==> src/rtl/step_sequencer_pkg.sv <==
// Shared definitions for the step sequencer.
//   - state_t : sequencer FSM states
//   - *_DFLT  : default widths for step count, step period and position
//   - move_t  : one move command {dir, steps, period}. It is used by the
//               input latch and by the optional prefetch buffer.
package step_sequencer_pkg;

  localparam int STEPS_W_DFLT  = 32;
  localparam int PERIOD_W_DFLT = 24;
  localparam int POS_W_DFLT    = 32;

  typedef enum logic [1:0] {
    IDLE       = 2'd0,
    DIR_SETUP  = 2'd1,
    PULSE_HIGH = 2'd2,
    PULSE_LOW  = 2'd3
  } state_t;

  typedef struct packed {
    logic                     dir;
    logic [STEPS_W_DFLT-1:0]  steps;
    logic [PERIOD_W_DFLT-1:0] period;
  } move_t;

endpackage

==> src/rtl/step_period_timer.sv <==
// Loadable down-counter pair that times one step pulse.
// A load sets up two counts together:
//   - a pulse-width count of load_width cycles
//   - a period count of load_period cycles
// The load cycle is the first counted cycle. width_done is high on the last
// cycle of the width count. period_done is high on the last cycle of the
// period count. The period count is also reused for the dir-setup delay.
// Ports:
//   clk, resetn   clock, asynchronous active-low reset
//   load          load both counters this edge
//   load_width    pulse width in cycles (>=1)
//   load_period   period in cycles (>=1)
//   width_done    last cycle of pulse width
//   period_done   last cycle of period
module step_period_timer #(
  parameter int PERIOD_W = 24
) (
  input  logic                clk,
  input  logic                resetn,
  input  logic                load,
  input  logic [7:0]          load_width,
  input  logic [PERIOD_W-1:0] load_period,
  output logic                width_done,
  output logic                period_done
);

  logic [7:0]          width_cnt;
  logic [PERIOD_W-1:0] period_cnt;

  always_ff @(posedge clk or negedge resetn) begin
    if (!resetn) begin
      width_cnt  <= 8'd0;
      period_cnt <= '0;
    end else if (load) begin
      width_cnt  <= (load_width == 8'd0) ? 8'd0 : load_width - 8'd1;
      period_cnt <= (load_period == '0) ? '0 : load_period - PERIOD_W'(1);
    end else begin
      if (width_cnt != 8'd0) width_cnt <= width_cnt - 8'd1;
      if (period_cnt != '0)  period_cnt <= period_cnt - PERIOD_W'(1);
    end
  end

  assign width_done  = (width_cnt == 8'd0);
  assign period_done = (period_cnt == '0);

endmodule

==> src/rtl/step_sequencer.sv <==
// Motion-command front end that drives the microstepper's step/dir inputs.
// It accepts move commands and emits programmable-width step pulses at the
// commanded period. It enforces a dir-to-step setup time and tracks the
// absolute position in microsteps.
//
// Optional feature: define STEP_SEQUENCER_PREFETCH_EN to add a one-entry
// command buffer. The buffer lets the next move chain onto the current one
// with no idle cycle.
//
// Handshake: a move is transferred on a rising clk edge where
// move_valid && move_ready. The move fields are latched on that edge.
// move_valid may be held across cycles. move_ready never depends on
// move_valid. move_ready does drop combinationally while abort is high,
// because abort wins over an offered move.
//
// Ports:
//   clk, resetn                 clock, asynchronous active-low reset
//   move_valid/move_ready       move command handshake
//   move_dir/steps/period       move fields (dir 1 = positive)
//   config_step_width           step high time in clocks (0 acts as 1)
//   config_dir_setup            clocks from dir change to first step rise
//   abort                       drop current and pending moves
//   step, dir                   outputs to the microstepper
//   busy                        move in progress
//   steps_remaining             steps left in current move
//   position                    signed absolute position
//   state                       FSM state, exposed for debug
module step_sequencer
  import step_sequencer_pkg::*;
#(
  parameter int STEPS_W  = STEPS_W_DFLT,
  parameter int PERIOD_W = PERIOD_W_DFLT,
  parameter int POS_W    = POS_W_DFLT
) (
  input  logic                    clk,
  input  logic                    resetn,
  input  logic                    move_valid,
  output logic                    move_ready,
  input  logic                    move_dir,
  input  logic [STEPS_W-1:0]      move_steps,
  input  logic [PERIOD_W-1:0]     move_period,
  input  logic [7:0]              config_step_width,
  input  logic [7:0]              config_dir_setup,
  input  logic                    abort,
  output logic                    step,
  output logic                    dir,
  output logic                    busy,
  output logic [STEPS_W-1:0]      steps_remaining,
  output logic signed [POS_W-1:0] position,
  output state_t                  state
);

  logic                dir_known;
  logic [PERIOD_W-1:0] cur_period;
  move_t               incoming;
  move_t               launch_mv;
  logic                accept;
  logic                complete;
  logic                launch;
  logic                go_setup;
  logic                high_from_launch;
  logic                go_high;
  logic                next_dir;
  logic [7:0]          w_eff;
  logic [PERIOD_W-1:0] w_plus1;
  logic [PERIOD_W-1:0] p_src;
  logic [PERIOD_W-1:0] p_eff;
  logic                tmr_load;
  logic [PERIOD_W-1:0] tmr_period;
  logic                width_done;
  logic                period_done;

`ifdef STEP_SEQUENCER_PREFETCH_EN
  move_t buf_mv;
  logic  buf_valid;
  logic  buf_fill;

  assign move_ready = !buf_valid && !abort;
`else
  assign move_ready = (state == IDLE) && !abort;
`endif

  assign accept   = move_valid && move_ready;
  assign busy     = (state != IDLE);
  assign incoming = '{dir: move_dir, steps: move_steps, period: move_period};

  // Last cycle of the final period of a move.
  assign complete = (state == PULSE_LOW) && period_done && (steps_remaining == '0);

  // A move starts either from IDLE or directly out of a completing move.
  // Zero-step moves never start.
  always_comb begin
    launch    = 1'b0;
    launch_mv = incoming;
    if (state == IDLE) begin
      launch = accept && (move_steps != '0);
    end
`ifdef STEP_SEQUENCER_PREFETCH_EN
    else if (complete) begin
      if (buf_valid) begin
        launch    = 1'b1;
        launch_mv = buf_mv;
      end else begin
        launch = accept && (move_steps != '0);
      end
    end
`endif
  end

  // The setup delay is needed only when dir actually changes, or when dir
  // has never been driven since reset. A zero setup count goes straight to
  // the first pulse.
  assign go_setup = launch && ((launch_mv.dir != dir) || !dir_known) &&
                    (config_dir_setup != 8'd0);
  assign high_from_launch = launch && !go_setup;
  assign go_high = high_from_launch ||
                   ((state == DIR_SETUP) && period_done) ||
                   ((state == PULSE_LOW) && period_done && (steps_remaining != '0));
  assign next_dir = high_from_launch ? launch_mv.dir : dir;

  // Pulse timing is sampled at each pulse rise. The period is stretched so
  // that every pulse has at least one low cycle.
  assign w_eff   = (config_step_width == 8'd0) ? 8'd1 : config_step_width;
  assign w_plus1 = PERIOD_W'(w_eff) + PERIOD_W'(1);
  assign p_src   = high_from_launch ? PERIOD_W'(launch_mv.period) : cur_period;
  assign p_eff   = (p_src > w_plus1) ? p_src : w_plus1;

  assign tmr_load   = go_setup || go_high;
  assign tmr_period = go_setup ? PERIOD_W'(config_dir_setup) : p_eff;

  step_period_timer #(.PERIOD_W(PERIOD_W)) u_timer (
    .clk         (clk),
    .resetn      (resetn),
    .load        (tmr_load),
    .load_width  (w_eff),
    .load_period (tmr_period),
    .width_done  (width_done),
    .period_done (period_done)
  );

  always_ff @(posedge clk or negedge resetn) begin
    if (!resetn) begin
      state           <= IDLE;
      step            <= 1'b0;
      dir             <= 1'b0;
      dir_known       <= 1'b0;
      steps_remaining <= '0;
      position        <= '0;
      cur_period      <= '0;
    end else if (abort) begin
      // position and dir are kept, so the host still knows where it is.
      state           <= IDLE;
      step            <= 1'b0;
      steps_remaining <= '0;
    end else begin
      if (launch) begin
        dir        <= launch_mv.dir;
        dir_known  <= 1'b1;
        cur_period <= PERIOD_W'(launch_mv.period);
      end
      if (go_setup) begin
        state           <= DIR_SETUP;
        steps_remaining <= STEPS_W'(launch_mv.steps);
      end else if (go_high) begin
        state           <= PULSE_HIGH;
        step            <= 1'b1;
        position        <= next_dir ? position + POS_W'(1) : position - POS_W'(1);
        steps_remaining <= (high_from_launch ? STEPS_W'(launch_mv.steps) : steps_remaining)
                           - STEPS_W'(1);
      end else begin
        case (state)
          PULSE_HIGH: begin
            if (width_done) begin
              step  <= 1'b0;
              state <= PULSE_LOW;
            end
          end
          PULSE_LOW: begin
            if (complete) state <= IDLE;
          end
          default: ;
        endcase
      end
    end
  end

`ifdef STEP_SEQUENCER_PREFETCH_EN
  // The buffer only ever fills while a move runs. If the running move is
  // completing this cycle, an accepted move starts directly and is not
  // buffered.
  assign buf_fill = accept && (move_steps != '0) && (state != IDLE) && !complete;

  always_ff @(posedge clk or negedge resetn) begin
    if (!resetn) begin
      buf_valid <= 1'b0;
      buf_mv    <= '0;
    end else if (abort) begin
      buf_valid <= 1'b0;
    end else if (buf_fill) begin
      buf_valid <= 1'b1;
      buf_mv    <= incoming;
    end else if (complete && buf_valid) begin
      buf_valid <= 1'b0;
    end
  end
`endif

endmodule

==> config.mk <==
export PLATFORM = sky130hd
export DESIGN_NAME = step_sequencer
export DESIGN_NICKNAME = d
export VERILOG_FILES = /design/src/rtl/step_sequencer_pkg.sv /design/src/rtl/step_period_timer.sv /design/src/rtl/step_sequencer.sv
export SDC_FILE = /design/constraint.sdc
export NUM_CORES = 1
export LEC_CHECK = 0
export BUFFER_PORTS_ARGS = -buffer_cell sky130_fd_sc_hd__buf_2
export CORE_MARGIN = 2
export CORE_UTILIZATION = 40
export CTS_BUF_LIST = sky130_fd_sc_hd__clkbuf_16
export DETAILED_ROUTE_END_ITERATION = 6
export PLACE_DENSITY_LB_ADDON = 0.05
export SLEW_MARGIN = 20
export SYNTH_ARGS = -nofsm -noshare
export SYNTH_HDL_FRONTEND = slang
export SYNTH_SLANG_ARGS = --single-unit
==> constraint.sdc <==
create_clock -name clk -period 17.3 [get_ports clk]
set_input_delay 0.865 -clock clk [delete_from_list [all_inputs] [get_ports clk]]
set_output_delay 0.865 -clock clk [all_outputs]
set_load 0.005 [all_outputs]
==> results.toml, run 1 <==
[power]
ir_worst_vdd_mv = 0.101
pwr-share-seq_pct = 24.4
p_sw_share_pct = 44.5
power.leakage_nw = 5.34
p_per_area_nw_per_um2 = 176
p_switching_mw = 0.937
p_clk_share_pct = 19.2
power_frac_comb_pct = 56.3
internal-power_mw = 1.17

[synthesis]
avgSynthCellArea_um2 = 7.88
synth_cell_types = 85
synth_top_family_by_area = "simple AND/OR/NAND/NOR gates"
synth-simple-area-share_pct = 26.6
synthMuxAreaShare_pct = 3.01
synth_common_cells = "nand2_1, dfrtp_1, nor2_1"
yosys.area.top_type = "dfrtp_1"
synth.most_common_cell = "nand2_1"
synth_top_area_share_pct = 30.4
synth-adder-area-share_pct = 5.80
seq_area_frac_synth_pct = 30.4
syn-cell-area_um2 = 10300
async_flop_share_pct = 100
synth_fp_nets = 1428
syn_inst = 1304
synth-edff-count = 0
yosys_warnings = 0
synth_area_leaders = "dfrtp_1, nand2_1, ha_1"
synth-xor-area-share_pct = 9.04
synth-main-ff-cell = "dfrtp_1"
synth_seq_cells = 125
synth_compound_area_share_pct = 21.9

[cts]
cts_buffers = 17
cts-resized-gates = 0
clockRootBuffer = "clkbuf_16"
hold_buffers = 0
cts_tree = "done"
clock_latency_ps = 430
cts_sinks = 125
cts_buffer_depth = 2
h-tree-depth = 4
post_cts_buffers = 0
clk_pin_slew_ps = 60

[drt]
routed_wl_um = 32200
drc_errors = 0
dr.pass1.iters = 7
viasPerCell = 5.65
drt-initial-drc-count = 759
drtAntennaViolNets = 0
wire_per_inst_um = 18.2
route.vias.total = 9974

[worst_setup_path]
cpMostUsedCell = "nand2_1"
crit_type = "input port to register"
crit_path_top_delay_cell = "nor4_1"
required_ps = 17660
start_kind = "input port"
path_max_fanout = 62
cpPeakStageDelay_ps = 850
cp.arrival_ps = 7660
end_kind = "register"

[sta]
fin_skew_ps = 13.8
slew_headroom_pct = 33.7
hold_violations = 0
setup_viol = 0
whs_ps = 449
max_freq_mhz = 137
report.final.slew_viol_count = 0
timing.final.crit_share_pct = 42.2
post-route-min-period_ps = 7300
tns_ps = 0
worst_slack_ps = 10000
rsz0062_at_grt = "no"
tightest_slew_ps = 985

[grt]
gr-total-overflow = 0
grt_pass1_vias = 9586
grt_usage_pct = 24.2
grt_pass1_wl_um = 51400
grt_start_max_net_pins = 68
antenna_found_initial = 1

[placement]
dpl.hpwl_um = 23100
place.gp.congestion = 0.856
place_ws_ps = 9660
io_buffers = 146

[floorplanning]
start_util_pct = 40.8
placementRows = 58
die_h_um = 164
die-area_um2 = 27000
io_pins = 147
die_w_um = 164
coreArea_um2 = 25200

[layout]
n_antenna_cell = 0
seq_area_um2 = 3130
drive_gt1_share_pct = 15.7
fillers = 2530
fin_nets = 1545
multi_input_area_um2 = 6870
syn_to_final_growth_pct = 16.3

[min_path]
min_path_type = "input port to async pin"

[job]
drv_cap = 0

[run_status]
outcome = "finished, final reports clean"
[worst max-delay path: cells and delay by family]
kind / cells / cell delay (ps)
fa+ha+maj: 2 / 570
buf+inv: 3 / 1020
compound gates: 9 / 1750
simple gates: 11 / 3380
[final timing paths]
kind                            slack, ps                     end  cells past startpoint     startpoint
worst min register to register        470            position[31]                      1   position[31]
worst max register to register      10270  u_timer.period_cnt[15]                     23       state[0]
worst min-delay path                  450    u_timer.width_cnt[3]                      1         resetn
max in group asynchronous           15580          cur_period[18]                      2         resetn
min in group clk                      470            position[31]                      1   position[31]
worst max-delay path                10000  u_timer.period_cnt[15]                     25  move_steps[8]
[layout make-up]
class	instances	share of cell area [%]
clock buffer	17	3.56
tap	330	3.45
inverter	20	0.628
timing repair buffer	158	6.92
sequential	125	26.2
clock inverter	15	1.82
multi-input combinational	1099	57.4
[through the flow]
step	util (%)	instance area [µm²]	total power [mW]	instances
after floorplan	-	10300	1.38	1304
after global placement	44.9	11300	1.70	1732
after detailed placement	44.9	11300	1.70	1732
after CTS	47.5	12000	2.12	1764
after global routing	47.5	12000	2.30	1764
final	47.5	12000	2.11	1764
[power by group through the flow]
stage	clock network (mW)	registers (mW)	logic (mW)
floorplan	0	0.499	0.884
global placement	0	0.519	1.18
detailed placement	0	0.519	1.18
CTS	0.414	0.515	1.19
global route	0.425	0.532	1.34
finish	0.405	0.515	1.19
[cell families after synthesis]
group,Yosys count
and+or+nand+nor,568
DFF,125
buffers and inverters,80
AOI/OAI and AO/OA,348
adders and majority gates,47
xor gates and xnor gates,106
muxes,30
[state kept, by name, indices dropped and copies added, names as in the netlist]
name and count:
u_timer.period_cnt 24, step 1, state 2, dir_known 1, dir 1, cur_period 24
position 32, u_timer.width_cnt 8, steps_remaining 32
[cells in the final DEF, fill, tap and decap left out, types with 9 or more instances in the layout]
master	instances
nand2_1	227
buf_2	145
dfrtp_1	125
nor2_1	111
o21ai_0	87
a21oi_1	78
xnor2_1	62
nor3_1	50
ha_1	46
xor2_1	44
nand3_1	35
mux2i_1	22
a21o_1	21
or3_1	21
inv_1	20
nor4_1	20
o21ai_1	19
o31ai_1	18
nand2b_1	17
clkbuf_16	17
o22ai_1	16
and3_1	13
a211oi_1	13
o211ai_1	12
buf_4	12
or4_1	11
nor2b_1	10
nand4_1	9
[metal layers]
metal | GRT usage, % | up-vias | share of wire (%)
met1 | 33.6 | 4692 | 47
met5 | 0 | - | 0.022
met3 | 3.66 | 39 | 5.5
li1 | - | 4949 | -
met4 | 6.70 | 2 | 1.7
met2 | 39.0 | 292 | 46
Power figures use the tool's default switching activity.
==> inputs of run 2 (changes only) <==
clock period = 5.9 ns   (was 17.3 ns; I/O delays follow)
==> results.toml, run 2 (synthesis gave the netlist of run 1 again) <==
[grt]
grt_pass1_vias = 9783
grt_usage_pct = 25.1
grt_start_max_net_pins = 72
grt_pass1_wl_um = 53300
antenna_found_initial = 0
gr-total-overflow = 0

[drt]
dr.pass1.iters = 5
drc_errors = 0
drt-initial-drc-count = 706
wire_per_inst_um = 18.6
route.vias.total = 10078
routed_wl_um = 33100
drtAntennaViolNets = 0
viasPerCell = 5.66

[layout]
stdcell_count = 1780
final_area_um2 = 12000
final_cell_mix = "nand2_1, buf_2, dfrtp_1"
n_antenna_cell = 0
fillers = 2587
largest_registers = "position: 32 flops, steps_remaining: 32 flops"
fin_util_pct = 47.7
fin_nets = 1561
syn_to_final_growth_pct = 17.0
drive_gt1_share_pct = 16.7
final_common_cell = "nand2_1"

[power]
p_per_area_nw_per_um2 = 509
power.leakage_nw = 5.38
ir_worst_vdd_mv = 0.358
p_total_mw = 6.12

[sta]
rsz0062_at_grt = "no"
worst_slack_ps = 714
whs_ps = 100
slew_headroom_pct = 34.7
max_freq_mhz = 193
tns_ps = 0
post-route-min-period_ps = 5190
hold_violations = 0
timing.final.crit_share_pct = 87.9
fin_skew_ps = 13.4
tightest_slew_ps = 976
report.final.slew_viol_count = 0
setup_viol = 0

[cts]
h-tree-depth = 4
cts_buffer_depth = 2
cts_buffers = 17
hold_buffers = 1
clockRootBuffer = "clkbuf_16"
cts_sinks = 125
cts-resized-gates = 0
clk_pin_slew_ps = 60
clock_latency_ps = 420
cts_tree = "done"
post_cts_buffers = 0

[worst_setup_path]
crit_type = "input port to register"
start_kind = "input port"
cp.arrival_ps = 5530
reg2reg_slack_ps = 780
r2r_cells = 21
path_cells = "buf_2 > or4_4 > nor4_4 > a41oi_4 > nand2_2 > mux2i_4 > buf_4 > ha_1 > a2111oi_0 > o21ai_0 > a2111oi_0 > o21a_1 > o21ai_0 > a41oi_1 > a31oi_1 > a31oi_1 > mux2i_1 > xnor2_1"
crit_end = "position[31]"
r2r-start = "state[1]"
crit_path_top_delay_cell = "a2111oi_0"
reg2reg_to = "u_timer.period_cnt[18]"
end_kind = "register"
crit_start = "move_steps[13]"
cpPeakStageDelay_ps = 600
path_max_fanout = 22
required_ps = 6240

[placement]
io_buffers = 146
dpl.hpwl_um = 23800
place_area_um2 = 11400
dp_cells = 1747
place_ws_ps = 354
place.gp.congestion = 0.845

[run_status]
outcome = "finished, final reports clean"

[floorplanning]
placementRows = 58
die-area_um2 = 27000
start_util_pct = 40.8
die_w_um = 164
die_h_um = 164
io_pins = 147
coreArea_um2 = 25200

[min_path]
min_path_type = "input port to register"

[job]
drv_cap = 0
-- run 2: where the power goes --
part | internal, mW | leakage (nW) | switching [mW]
combinational | 1.52 | 3.53 | 2.00
sequential | 1.19 | 1.59 | 0.323
clock | 0.629 | 0.273 | 0.449
total | 3.34 | 5.38 | 2.78
-- run 2: area by class of cell --
cell class,count,area [µm²],area share (%)
Sequential cell,125,3130,26.0
Clock buffer,17,425,3.54
Clock inverter,15,161,1.34
Tap cell,330,413,3.44
Multi-Input combinational cell,1099,6870,57.1
Inverter,20,75.1,0.625
Timing Repair Buffer,174,950,7.90
-- run 2: worst min-delay path by stage --
stage,startpoint,end,cells past startpoint
2_1_floorplan,resetn,cur_period[0],0
3_3_place_gp,resetn,u_timer.width_cnt[2],1
3_5_place_dp,resetn,u_timer.width_cnt[2],1
4_1_cts,move_period[5],cur_period[5],3
5_1_grt,move_period[6],cur_period[6],3
6_report,move_period[5],cur_period[5],3
-- run 2: routing by layer --
| layer | share of wire [%] | global-route usage [%] |
|---|---|---|
| met4 | 2.1 | 6.66 |
| met3 | 5.4 | 5.13 |
| met1 | 46 | 34.3 |
| met2 | 46 | 40.2 |
| met5 | 0 | 0 |
-- run 2: worst max-delay path: cells and delay by family --
family | cells | cell delay, ps
and+or+nand+nor | 3 | 1040
muxes | 2 | 560
AOI/OAI and AO/OA | 9 | 2610
adders and majority gates | 1 | 380
buffers and inverters | 2 | 490
xor gates and xnor gates | 1 | 130
==> inputs of run 3 (changes only) <==
clock period = 6 ns   (was 5.9 ns; I/O delays follow)
==> results.toml, run 3 (synthesis gave the netlist of run 1 again) <==
[sta]
report.final.slew_viol_count = 0
tns_ps = 0
whs_ps = 96.2
fin_skew_ps = 14.8
slew_headroom_pct = 34.6
post-route-min-period_ps = 5070
hold_violations = 0
max_freq_mhz = 197
tightest_slew_ps = 978
rsz0062_at_grt = "no"
timing.final.crit_share_pct = 84.4
setup_viol = 0

[drt]
dr.pass1.iters = 5
wire_per_inst_um = 18.8
drt-initial-drc-count = 751
drtAntennaViolNets = 0
viasPerCell = 5.69
route.vias.total = 10125
routed_wl_um = 33400
drc_errors = 0

[worst_setup_path]
path_max_fanout = 12
cp.arrival_ps = 5370
path_cells = "nor3_1 > nand2_1 > a41o_2 > nor2_4 > mux2_2 > ha_1 > a21o_1 > a21o_1 > a211oi_1 > o21ai_0 > nor2_1 > o211ai_1 > o21ai_0 > ha_1 > and3_1 > o31ai_1 > a2111o_1 > nand2_1 > buf_4 > o22a_1 > o21ai_1"
r2r_cells = 21
crit_start = "state[1]"
path_delay_family = "compound AO/OA/AOI/OAI gates"
reg2reg_to = "u_timer.period_cnt[18]"
r2r-start = "state[1]"
reg2reg_slack_ps = 930
crit_type = "register to register"
worst-path-buf-inv = 1
cpPeakStageDelay_ps = 420
start_kind = "register"
crit_path_top_delay_cell = "a2111o_1"
end_kind = "register"
required_ps = 6300

[floorplanning]
die-area_um2 = 27000
die_h_um = 164
die_w_um = 164
io_pins = 147
placementRows = 58
start_util_pct = 40.8
coreArea_um2 = 25200

[run_status]
outcome = "finished, final reports clean"

[grt]
gr-total-overflow = 0
grt_pass1_wl_um = 53000
grt_usage_pct = 25.0
antenna_found_initial = 0
grt_pass1_vias = 9706
grt_start_max_net_pins = 75

[power]
ir_worst_vdd_mv = 0.326
power.leakage_nw = 5.40
p_per_area_nw_per_um2 = 503

[cts]
cts_buffers = 17
cts_tree = "done"
clockRootBuffer = "clkbuf_16"
h-tree-depth = 4
cts_sinks = 125
post_cts_buffers = 0
clock_latency_ps = 430
cts_buffer_depth = 2
clk_pin_slew_ps = 60

[min_path]
hold_end = "cur_period[7]"
hp-start = "move_period[7]"
min_path_type = "input port to register"
holdPathStages = 3

[layout]
drive_gt1_share_pct = 16.6
n_antenna_cell = 0
stdcell_count = 1778
final_area_um2 = 12000
final_common_cell = "nand2_1"
syn_to_final_growth_pct = 17.0
final_cell_mix = "nand2_1, buf_2, dfrtp_1"
fin_nets = 1560
fillers = 2532
largest_registers = "position: 32 flops, steps_remaining: 32 flops"

[placement]
place.gp.congestion = 0.848
io_buffers = 146
dp_cells = 1746
place_area_um2 = 11400
dpl.hpwl_um = 23700

[job]
drv_cap = 0
==> run 3: final cells by class <==
type	instances	area, µm²	share of cell area [%]
multi-input combinational	1099	6870	57.1
inverter	20	75.1	0.625
sequential	125	3130	26.0
timing repair buffer	173	942	7.84
clock buffer	17	425	3.54
clock inverter	14	169	1.41
tap	330	413	3.44
==> run 3: worst max-delay path by stage <==
stage | endpoint | slack, ps | depth (start not counted)
after floorplan | position[31] | 290 | 19
after global placement | position[31] | 660 | 18
after detailed placement | position[31] | 590 | 18
after CTS | u_timer.period_cnt[18] | 930 | 21
after global routing | u_timer.period_cnt[18] | 430 | 21
final | u_timer.period_cnt[18] | 930 | 21
==> run 3: report_power, final <==
group          internal, mW  total (mW)  switching (mW)
registers              1.17        1.49           0.322
logic                  1.50        3.47            1.97
clock network         0.653        1.09           0.435
total                  3.32        6.04            2.73
==> run 3: timing repair <==
action / CTS / global route
hold buffers: 1 / 0
endpoints found under the hold margin: 73 / 0
resized for setup: 0 / 0
==> run 3: layer usage <==
layer | routed length (µm) | global-route usage [%] | share of wire, % | up-vias
met5 | 0 | 0 | 0 | -
met4 | 573 | 6.30 | 1.7 | 0
met3 | 1950 | 4.49 | 5.8 | 43
met2 | 15400 | 39.8 | 46 | 272
met1 | 15400 | 34.9 | 46 | 4819
li1 | - | - | - | 4991
==> run 3: stage by stage <==
stage	setup slack, ps	power [mW]	utilization [%]
final	935	6.04	47.7
after global routing	426	6.60	47.7
after CTS	929	6.07	47.7
after detailed placement	586	4.94	45.3
after global placement	659	4.93	45.3
after floorplan	287	3.99	-
==> run 3: tightest hold or removal path, stage by stage <==
cell	delay, ps
buf_2	100
nand2_1	50
nand2_1	40
